<file path="src/rtl/inst_decode_pkg.sv">
// Shared constants and types for the instruction decode pipeline.
package inst_decode_pkg;

    // Major opcodes recognised by the decoder
    localparam logic [6:0] OP_OP     = 7'b0110011;
    localparam logic [6:0] OP_OP_32  = 7'b0111011;
    localparam logic [6:0] OP_IMM    = 7'b0010011;
    localparam logic [6:0] OP_IMM_32 = 7'b0011011;
    localparam logic [6:0] OP_LOAD   = 7'b0000011;
    localparam logic [6:0] OP_JALR   = 7'b1100111;
    localparam logic [6:0] OP_SYSTEM = 7'b1110011;
    localparam logic [6:0] OP_STORE  = 7'b0100011;
    localparam logic [6:0] OP_BRANCH = 7'b1100011;
    localparam logic [6:0] OP_LUI    = 7'b0110111;
    localparam logic [6:0] OP_AUIPC  = 7'b0010111;
    localparam logic [6:0] OP_JAL    = 7'b1101111;

    typedef enum logic [2:0] {
        FMT_R   = 3'd0,
        FMT_I   = 3'd1,
        FMT_S   = 3'd2,
        FMT_B   = 3'd3,
        FMT_U   = 3'd4,
        FMT_J   = 3'd5,
        FMT_ILL = 3'd7
    } fmt_e;

    function automatic bit xlen_legal(input int x);
        return (x == 32) || (x == 64);
    endfunction

    function automatic bit depth_legal(input int d);
        return (d >= 2) && ((d & (d - 1)) == 0);
    endfunction

endpackage

</file>
<file path="src/rtl/inst_field_decode.sv">
// Combinational decode of one 32-bit RISC-V word into fields, format and immediate.
module inst_field_decode
    import inst_decode_pkg::*;
#(
    parameter int XLEN = 64
) (
    input  logic [31:0]     instruction,
    output logic [6:0]      opcode,
    output logic [4:0]      rd,
    output logic [2:0]      func3,
    output logic [4:0]      rs1,
    output logic [4:0]      rs2,
    output logic [6:0]      func7,
    output logic [XLEN-1:0] imm,
    output fmt_e            fmt,
    output logic            is_word
);

    // Raw fields are positional and reported regardless of legality
    assign opcode = instruction[6:0];
    assign rd     = instruction[11:7];
    assign func3  = instruction[14:12];
    assign rs1    = instruction[19:15];
    assign rs2    = instruction[24:20];
    assign func7  = instruction[31:25];

    // Opcode -> format, W-op flag and sign-extended immediate
    always_comb begin
        fmt     = FMT_ILL;
        is_word = 1'b0;
        imm     = '0;
        case (instruction[6:0])
            OP_OP: fmt = FMT_R;
            OP_OP_32: begin
                // W-ops only exist on a 64-bit datapath
                if (XLEN == 64) begin
                    fmt     = FMT_R;
                    is_word = 1'b1;
                end
            end
            OP_IMM, OP_LOAD, OP_JALR, OP_SYSTEM: begin
                fmt = FMT_I;
                imm = XLEN'($signed(instruction[31:20]));
            end
            OP_IMM_32: begin
                if (XLEN == 64) begin
                    fmt     = FMT_I;
                    is_word = 1'b1;
                    imm     = XLEN'($signed(instruction[31:20]));
                end
            end
            OP_STORE: begin
                fmt = FMT_S;
                imm = XLEN'($signed({instruction[31:25], instruction[11:7]}));
            end
            OP_BRANCH: begin
                fmt = FMT_B;
                imm = XLEN'($signed({instruction[31], instruction[7], instruction[30:25],
                                     instruction[11:8], 1'b0}));
            end
            OP_LUI, OP_AUIPC: begin
                fmt = FMT_U;
                imm = XLEN'($signed({instruction[31:12], 12'h000}));
            end
            OP_JAL: begin
                fmt = FMT_J;
                imm = XLEN'($signed({instruction[31], instruction[19:12], instruction[20],
                                     instruction[30:21], 1'b0}));
            end
            default: ;
        endcase
    end

endmodule

</file>
<file path="src/rtl/inst_decode_pipe.sv">
// Decode stage with a small output FIFO holding decoded entries.
module inst_decode_pipe
    import inst_decode_pkg::*;
#(
    parameter int XLEN       = 64,
    parameter int FIFO_DEPTH = 2
) (
    input  logic            clk,
    input  logic            rst_n,
    input  logic            in_valid,
    output logic            in_ready,
    input  logic [31:0]     instruction,
    output logic            out_valid,
    input  logic            out_ready,
    output logic [6:0]      opcode,
    output logic [4:0]      rd,
    output logic [2:0]      func3,
    output logic [4:0]      rs1,
    output logic [4:0]      rs2,
    output logic [6:0]      func7,
    output logic [XLEN-1:0] imm,
    output logic [2:0]      fmt,
    output logic            is_word,
    output logic            illegal,
    output logic [15:0]     illegal_count
);

    if (!xlen_legal(XLEN)) begin : g_bad_xlen
        $error("inst_decode_pipe: XLEN must be 32 or 64");
    end
    if (!depth_legal(FIFO_DEPTH)) begin : g_bad_depth
        $error("inst_decode_pipe: FIFO_DEPTH must be a power of two >= 2");
    end

    localparam int             AW       = $clog2(FIFO_DEPTH);
    localparam logic [AW:0]    FULL_CNT = (AW + 1)'(FIFO_DEPTH);

    typedef struct packed {
        logic [6:0]      opcode;
        logic [4:0]      rd;
        logic [2:0]      func3;
        logic [4:0]      rs1;
        logic [4:0]      rs2;
        logic [6:0]      func7;
        logic [XLEN-1:0] imm;
        fmt_e            fmt;
        logic            is_word;
    } entry_t;

    entry_t          dec;
    entry_t          head;
    entry_t          mem [FIFO_DEPTH];
    logic [AW-1:0]   wptr;
    logic [AW-1:0]   rptr;
    logic [AW:0]     count;
    logic            ready_en;
    logic            push;
    logic            pop;

    inst_field_decode #(.XLEN(XLEN)) u_dec (
        .instruction (instruction),
        .opcode      (dec.opcode),
        .rd          (dec.rd),
        .func3       (dec.func3),
        .rs1         (dec.rs1),
        .rs2         (dec.rs2),
        .func7       (dec.func7),
        .imm         (dec.imm),
        .fmt         (dec.fmt),
        .is_word     (dec.is_word)
    );

    // ready_en holds in_ready low during reset and until the first edge after it
    assign in_ready  = ready_en && (count != FULL_CNT);
    assign out_valid = (count != '0);
    assign push      = in_valid && in_ready;
    assign pop       = out_valid && out_ready;
    assign head      = mem[rptr];

    // Ready enable: cleared by reset, set on the first clock after release
    always_ff @(posedge clk or negedge rst_n) begin
        if (!rst_n) ready_en <= 1'b0;
        else        ready_en <= 1'b1;
    end

    // Storage is not reset; out_valid gating hides stale contents
    always_ff @(posedge clk) begin
        if (push) mem[wptr] <= dec;
    end

    // Pointer and occupancy bookkeeping; pointers wrap naturally at 2**AW
    always_ff @(posedge clk or negedge rst_n) begin
        if (!rst_n) begin
            wptr  <= '0;
            rptr  <= '0;
            count <= '0;
        end else begin
            if (push) wptr <= wptr + 1'b1;
            if (pop)  rptr <= rptr + 1'b1;
            case ({push, pop})
                2'b10:   count <= count + 1'b1;
                2'b01:   count <= count - 1'b1;
                default: ;
            endcase
        end
    end

    // Saturating count of accepted illegal words
    always_ff @(posedge clk or negedge rst_n) begin
        if (!rst_n)
            illegal_count <= '0;
        else if (push && dec.fmt == FMT_ILL && illegal_count != 16'hFFFF)
            illegal_count <= illegal_count + 16'd1;
    end

    // Head presentation, forced to zero while the FIFO is empty
    always_comb begin
        opcode  = '0;
        rd      = '0;
        func3   = '0;
        rs1     = '0;
        rs2     = '0;
        func7   = '0;
        imm     = '0;
        fmt     = '0;
        is_word = 1'b0;
        illegal = 1'b0;
        if (out_valid) begin
            opcode  = head.opcode;
            rd      = head.rd;
            func3   = head.func3;
            rs1     = head.rs1;
            rs2     = head.rs2;
            func7   = head.func7;
            imm     = head.imm;
            fmt     = head.fmt;
            is_word = head.is_word;
            illegal = (head.fmt == FMT_ILL);
        end
    end

endmodule

</file>
<file path="config.mk">
export PLATFORM = sky130hd
export DESIGN_NAME = inst_decode_pipe
export DESIGN_NICKNAME = d
export VERILOG_FILES = /design/src/rtl/inst_decode_pkg.sv /design/src/rtl/inst_field_decode.sv /design/src/rtl/inst_decode_pipe.sv
export SDC_FILE = /design/constraint.sdc
export NUM_CORES = 1
export LEC_CHECK = 0
export ABC_AREA = 1
export CORE_MARGIN = 10
export CORE_UTILIZATION = 51
export DETAILED_ROUTE_END_ITERATION = 16
export GPL_TIMING_DRIVEN = 0
export MAX_ROUTING_LAYER = met4
export PLACE_DENSITY = 0.87
export SLEW_MARGIN = 20
export SYNTH_ARGS = -nofsm -noshare
export SYNTH_HDL_FRONTEND = slang
export SYNTH_SLANG_ARGS = --single-unit
</file>
<file path="constraint.sdc">
create_clock -name clk -period 4.6 [get_ports clk]
set_input_delay 0.92 -clock clk [delete_from_list [all_inputs] [get_ports clk]]
set_output_delay 0.92 -clock clk [all_outputs]
set_load 0.05 [all_outputs]
</file>
* Word-level counts from Yosys, hierarchy flattened *
Memory sizes are Yosys's and may differ from the RTL's.
Cells that the tools add are included.

storage, ports and cells
  bits in registers = 21
  RAM bits = 200
  bits of input ports = 36
  output and inout bits = 119
  logic and storage cells = 56
  memories kept = 1

memories
  memory  depth  width  rd ports  clocked after memory_dff  write ports  RTL line                source
  mem     2      100    1         0                         1            inst_decode_pipe.sv:52  entry_t mem [FIFO_DEPTH];

operators by class
  $add $sub $neg = 5
  equal/unequal tests = 18
  mux-type cells = 16
  reduce and logical (&&, ||, !) cells = 11

operators by type and width
  kind                   count
  $pmux 64 s5            1
  $mux 64                1
  $eq 7x6->1 const B     4
  $eq 7x7->1 const B     4
  $eq 7x5->1 const B     3
  $pmux 3 s6             1
  $add 16x1->16 const B  1
  $ne 16x16->1 const B   1
  $mux 5                 3
  $mux 7                 2
  $eq 7x2->1 const B     1
  $eq 3x3->1 const B     2
  $mux 3                 2
  $reduce_or 2->1        3
  $logic_and 1x1->1      5
  $mux 1                 5
  $reduce_or 5->1        1
  $pmux 2 s2             1
  $reduce_bool 2->1      2
  $add 1x1->1 const B    2
  $add 2x1->2 const B    1
  $eq 2x1->1 const B     1
  $eq 2x2->1 const B     1
  $ne 2x2->1 const B     1
  $sub 2x1->2 const B    1

* Depth between registers and ports, before layout *
  depth after elaboration = 6
  mapped depth = 10
  depth with buffers taken out = 9

* Hierarchy *
A second synthesis with hierarchy kept.

unflattened totals
  cells, all modules = 930
  area, all modules = 9887.0 sq um

by module, submodules not included
  module             instances  cells each  area each (sq um)  seq. area each (sq um)
  inst_decode_pipe   1          708         8683.3             6531.3
  inst_field_decode  1          222         1203.7             0.0

* Worst setup path after synthesis *
Ideal clock, no wire load.

  kind = register -> register
  start = register count[0]
  end = memory mem[0][0] (netlist bit) (enable)
  setup time = 495 ps
  arrival time = 4131 ps
  data required time = 4105 ps
  path slack = -25 ps
  cell stages (with the launch flop) = 5
  path buffers = 0
  clock period less this slack = 4625 ps
  path through = dfrtp_1 > inv_2 > a21boi_2 > nand2_1 > nor2_1

on the way
  cells in the longest elaborated chain, start to end = 5

ends and longest elaborated chain
  element                       RTL line                 source
  from (decl)                   inst_decode_pipe.sv:55   logic [AW:0] count;
  from (signal assigned)        inst_decode_pipe.sv:101  2'b10: count <= count + 1'b1;
  from (signal assigned)        inst_decode_pipe.sv:102  2'b01: count <= count - 1'b1;
  $ne 2x2->1                    inst_decode_pipe.sv:74   assign in_ready = ready_en && (count != FULL_CNT);
  $logic_and 1x1->1             inst_decode_pipe.sv:74
  named net in_ready            inst_decode_pipe.sv:11   output logic in_ready,
  $logic_and 1x1->1             inst_decode_pipe.sv:76   assign push = in_valid && in_ready;
  $mux 1                        inst_decode_pipe.sv:88   if (push) mem[wptr] <= dec;
  $mux 1 (not written as such)  inst_decode_pipe.sv:88
  to (decl)                     inst_decode_pipe.sv:52

The timed path passes the listed nets, and every way through them passes these cells.

* Worst setup path after layout *
  start = register rptr
  end = output port imm[38]

on the way
  cells in the longest elaborated chain, start to end = 2

ends and longest elaborated chain
  element                 RTL line                 source
  from (decl)             inst_decode_pipe.sv:54   logic [AW-1:0] rptr;
  from (signal assigned)  inst_decode_pipe.sv:99   if (pop) rptr <= rptr + 1'b1;
  $mem_v2 2x100           n/a
  $mux 64                 inst_decode_pipe.sv:128  if (out_valid) begin
  to (decl)               inst_decode_pipe.sv:21   output logic [XLEN-1:0] imm,

No other way between the ends.

==> reports/qor.csv <==
metric,value,unit
first-pass GRT wire length,29.38,mm
synth unique cells,36,
Final min period,4.364,ns
Crit path required time,3.68,ns
CP max-delay cell,clkdlybuf4s50_1,
Num Clock Sinks,157,
Final Wtd Congestion,0.8537,
Synthesis Warnings,0,
dpl cell area,0.009059,mm²
total track usage,19.65,%
die area,0.01907,mm²
clk root buf,clkbuf_16,
Max Cap Viol,0,
status,completed,
P per Cell Area,799.1,mW/mm²
post-route cell area,0.009664,mm²
critical path class,reg -> out,
HP Class,reg -> reg,
htree depth,4,
DRT iter0 DRCs,613,
Critical Path AT,3.44,ns
# setup viols final,0,
Syn Nets,710,
clk_lat worst skew,0.42,ns
synthesis-stage register bit count,157,
nets,890,
"commonest non-fill, non-tap cell in the layout",nand2_1,
Slew headroom,32.85,%
Top Usage Layer GRT,met2,
Num CTS Buffers,17,
clk slew on worst S/H paths,0.06,ns
diodes inserted,0,
"Cell Area, Synth",0.007112,mm²
residual DRC count,0,
cells along the critical path,buf_2 -> inv_1 -> buf_2 -> buf_1 -> nand2_1 -> a21oi_4 -> buf_6 -> buf_4 -> clkdlybuf4s50_1,
highest-count cells in the layout ignoring fill and taps,"nand2_1 (219), clkdlybuf4s50_1 (154), edfxtp_1 (136), a21oi_1 (69), buf_4 (33)",
initial antenna violation count,0,
die width,138.1,µm
die height,138.1,µm
"slowest stage delay, CP",0.81,ns
Starting Density,51.64,%
setup bufs post-CTS,0,
Layout Area Growth over Synthesis,35.89,%
Rows,43,
syn avg cell area,10.58,µm²
"Seq/Total Area, Yosys",64.81,%
met1 GRT Util,22.34,%
Max Root-Sink Buffers,2,
Pleak,3.799,nW
Final Hold Vio Count,0,
Vias/cell,5.384,
Crit Path Max Fanout,22,
layout cells sized above 1,11.79,%
Final Skew,0.007175,ns
routed via count,5626,
met2 Use GR,32.33,%
Final Cycle Share,94.86,%
TritonCTS clock tree,done,
pin count of the biggest net entering global routing,25,
Max Slew Vio Count,0,
Tightest Pin Transition,1.004,ns
RSZ-0062 raised after global routing,no,
drt pass-1 iters,5,
final WL,18.92,mm
Worst IR Drop VDD,0.3755,mV
input/output buffers,154,
number of global-route vias before repair,5539,
CP Launch Type,flip-flop,
Highest Clock Rate,229.2,MHz
met3 Usage GRT,5.308,%
critical path endpoint category,primary output,
Gate Count Post-Synth,672,
IO Pins,155,
Hold Buf Count CTS,0,
core area,0.01377,mm²
grt ovf,0,
DRT antenna net count,0,
post-layout util,70.17,%
Crit path top cell by count,buf_2,
HPWL Detailed,13.44,mm
DR WL/cell,18.10,µm
[flip-flops by register name, indices dropped and copies added, names as in the netlist]
register and cells:
rptr 1, illegal_count 16, wptr 1, mem 136, count 2, ready_en 1
[metal layers]
metal	part of all wire (%)	wire length, µm	vias up
li1	-	-	2618
met1	39	7321	2643
met2	50	9455	316
met3	8.8	1656	49
met4	2.6	484	0
met5	0	0	-
[synth_stat cells]
cell type	count	share of area, %
nor3b_2	1	0.18
a21boi_2	1	0.16
nand2_2	3	0.26
and2_1	2	0.18
nand3_4	2	0.49
xor2_1	5	0.62
buf_1	7	0.37
nor2_4	2	0.32
inv_1	31	1.6
ha_1	2	0.35
clkbuf_1	12	0.63
clkinv_2	1	0.070
nor2_1	33	1.7
nand3_2	2	0.28
xnor2_1	10	1.2
nor3_4	1	0.23
nor3_1	2	0.14
nand3b_1	1	0.11
o22ai_1	1	0.088
nor4_1	1	0.088
o21ai_0	12	0.84
buf_4	33	3.5
buf_6	1	0.16
edfxtp_1	136	57
nand3_1	20	1.4
buf_2	7	0.49
dfrtp_1	21	7.4
nand4_1	18	1.6
a21oi_1	70	4.9
nand2_1	219	12
o211ai_1	6	0.63
nand4_4	1	0.30
conb_1	1	0.053
inv_2	4	0.21
nor2_2	1	0.088
mux2i_1	2	0.28
[cells by family (layout without fill, tap and decap cells)]
logic type / Yosys count / after routing / synth area share, %
AO/OA/AOI/OAI: 90 / 90 / 6.650
flip-flops: 157 / 157 / 64.81
adder cells (fa/ha/maj): 2 / 2 / 0.3518
XOR/XNOR: 15 / 15 / 1.847
other: 1 / 1 / 0.05273
buffers and inverters: 96 / 289 / 7.055
multiplexers: 2 / 2 / 0.2815
AND/OR/NAND/NOR: 309 / 309 / 18.95
[where the power goes]
| part | switching, mW | total [mW] | leakage, nW | internal, mW |
|---|---|---|---|---|
| registers | 0.0817 | 1.83 | 1.52 | 1.75 |
| clock network | 0.595 | 1.41 | 0.289 | 0.817 |
| logic | 3.07 | 4.48 | 1.99 | 1.41 |
[timing repair]
action                                 in CTS  in global routing
endpoints found under the hold margin       0                  0
setup endpoints to repair                   0                 21
gates resized for setup                     0                  1
[stage by stage]
step | setup TNS (ns) | std cells | power, mW | hold slack (ns) | setup slack [ns]
6_report | 0 | 1045 | 7.723 | 0.5250 | 0.2363
5_1_grt | 0 | 1045 | 8.002 | 0.5677 | 0.1062
4_1_cts | 0 | 1045 | 7.747 | 0.5287 | 0.1333
3_5_place_dp | 0 | 1013 | 6.344 | 0.5196 | 0.6197
3_3_place_gp | -241.61 | 1006 | 6.254 | 0.5107 | -1.731
2_1_floorplan | -3.438 | 672 | 4.833 | 0.4896 | -0.02528
[path summary, 6_finish.rpt]
| kind | start | to | slack [ns] | cells past startpoint |
|---|---|---|---|---|
| setup / recovery | rptr$_DFFE_PN0P_ | imm[38] | 0.24 | 9 |
| hold / removal | count[1]$_DFFE_PN0P_ | count[1]$_DFFE_PN0P_ | 0.53 | 1 |
| setup reg to reg | count[0]$_DFFE_PN0P_ | mem[1][20]$_DFFE_PP_ | 2.60 | 7 |
| hold reg to reg | count[1]$_DFFE_PN0P_ | count[1]$_DFFE_PN0P_ | 0.53 | 1 |
| max in group asynchronous | rst_n | illegal_count[8]$_DFFE_PN0P_ | 2.94 | 1 |
| min in group asynchronous | rst_n | illegal_count[3]$_DFFE_PN0P_ | 1.05 | 1 |
[worst max-delay path, delay by kind of cell (launching register included)]
kind                   cells  cell delay, ns
AOI/OAI and AO/OA          1            0.35
buffers and inverters      7            2.15
DFF                        1            0.36
and+or+nand+nor            1            0.17
[layout make-up]
cell class                      count  area (µm²)
Buffer                             60       365.4
Tap cell                          180       225.2
Clock inverter                     15       172.7
Inverter                           36       136.4
Fill cell                         942        4109
Timing Repair Buffer              161        1703
Clock buffer                       17       425.4
Sequential cell                   157        4609
Multi-Input combinational cell    419        2027
(Power assumes the default switching activity.)
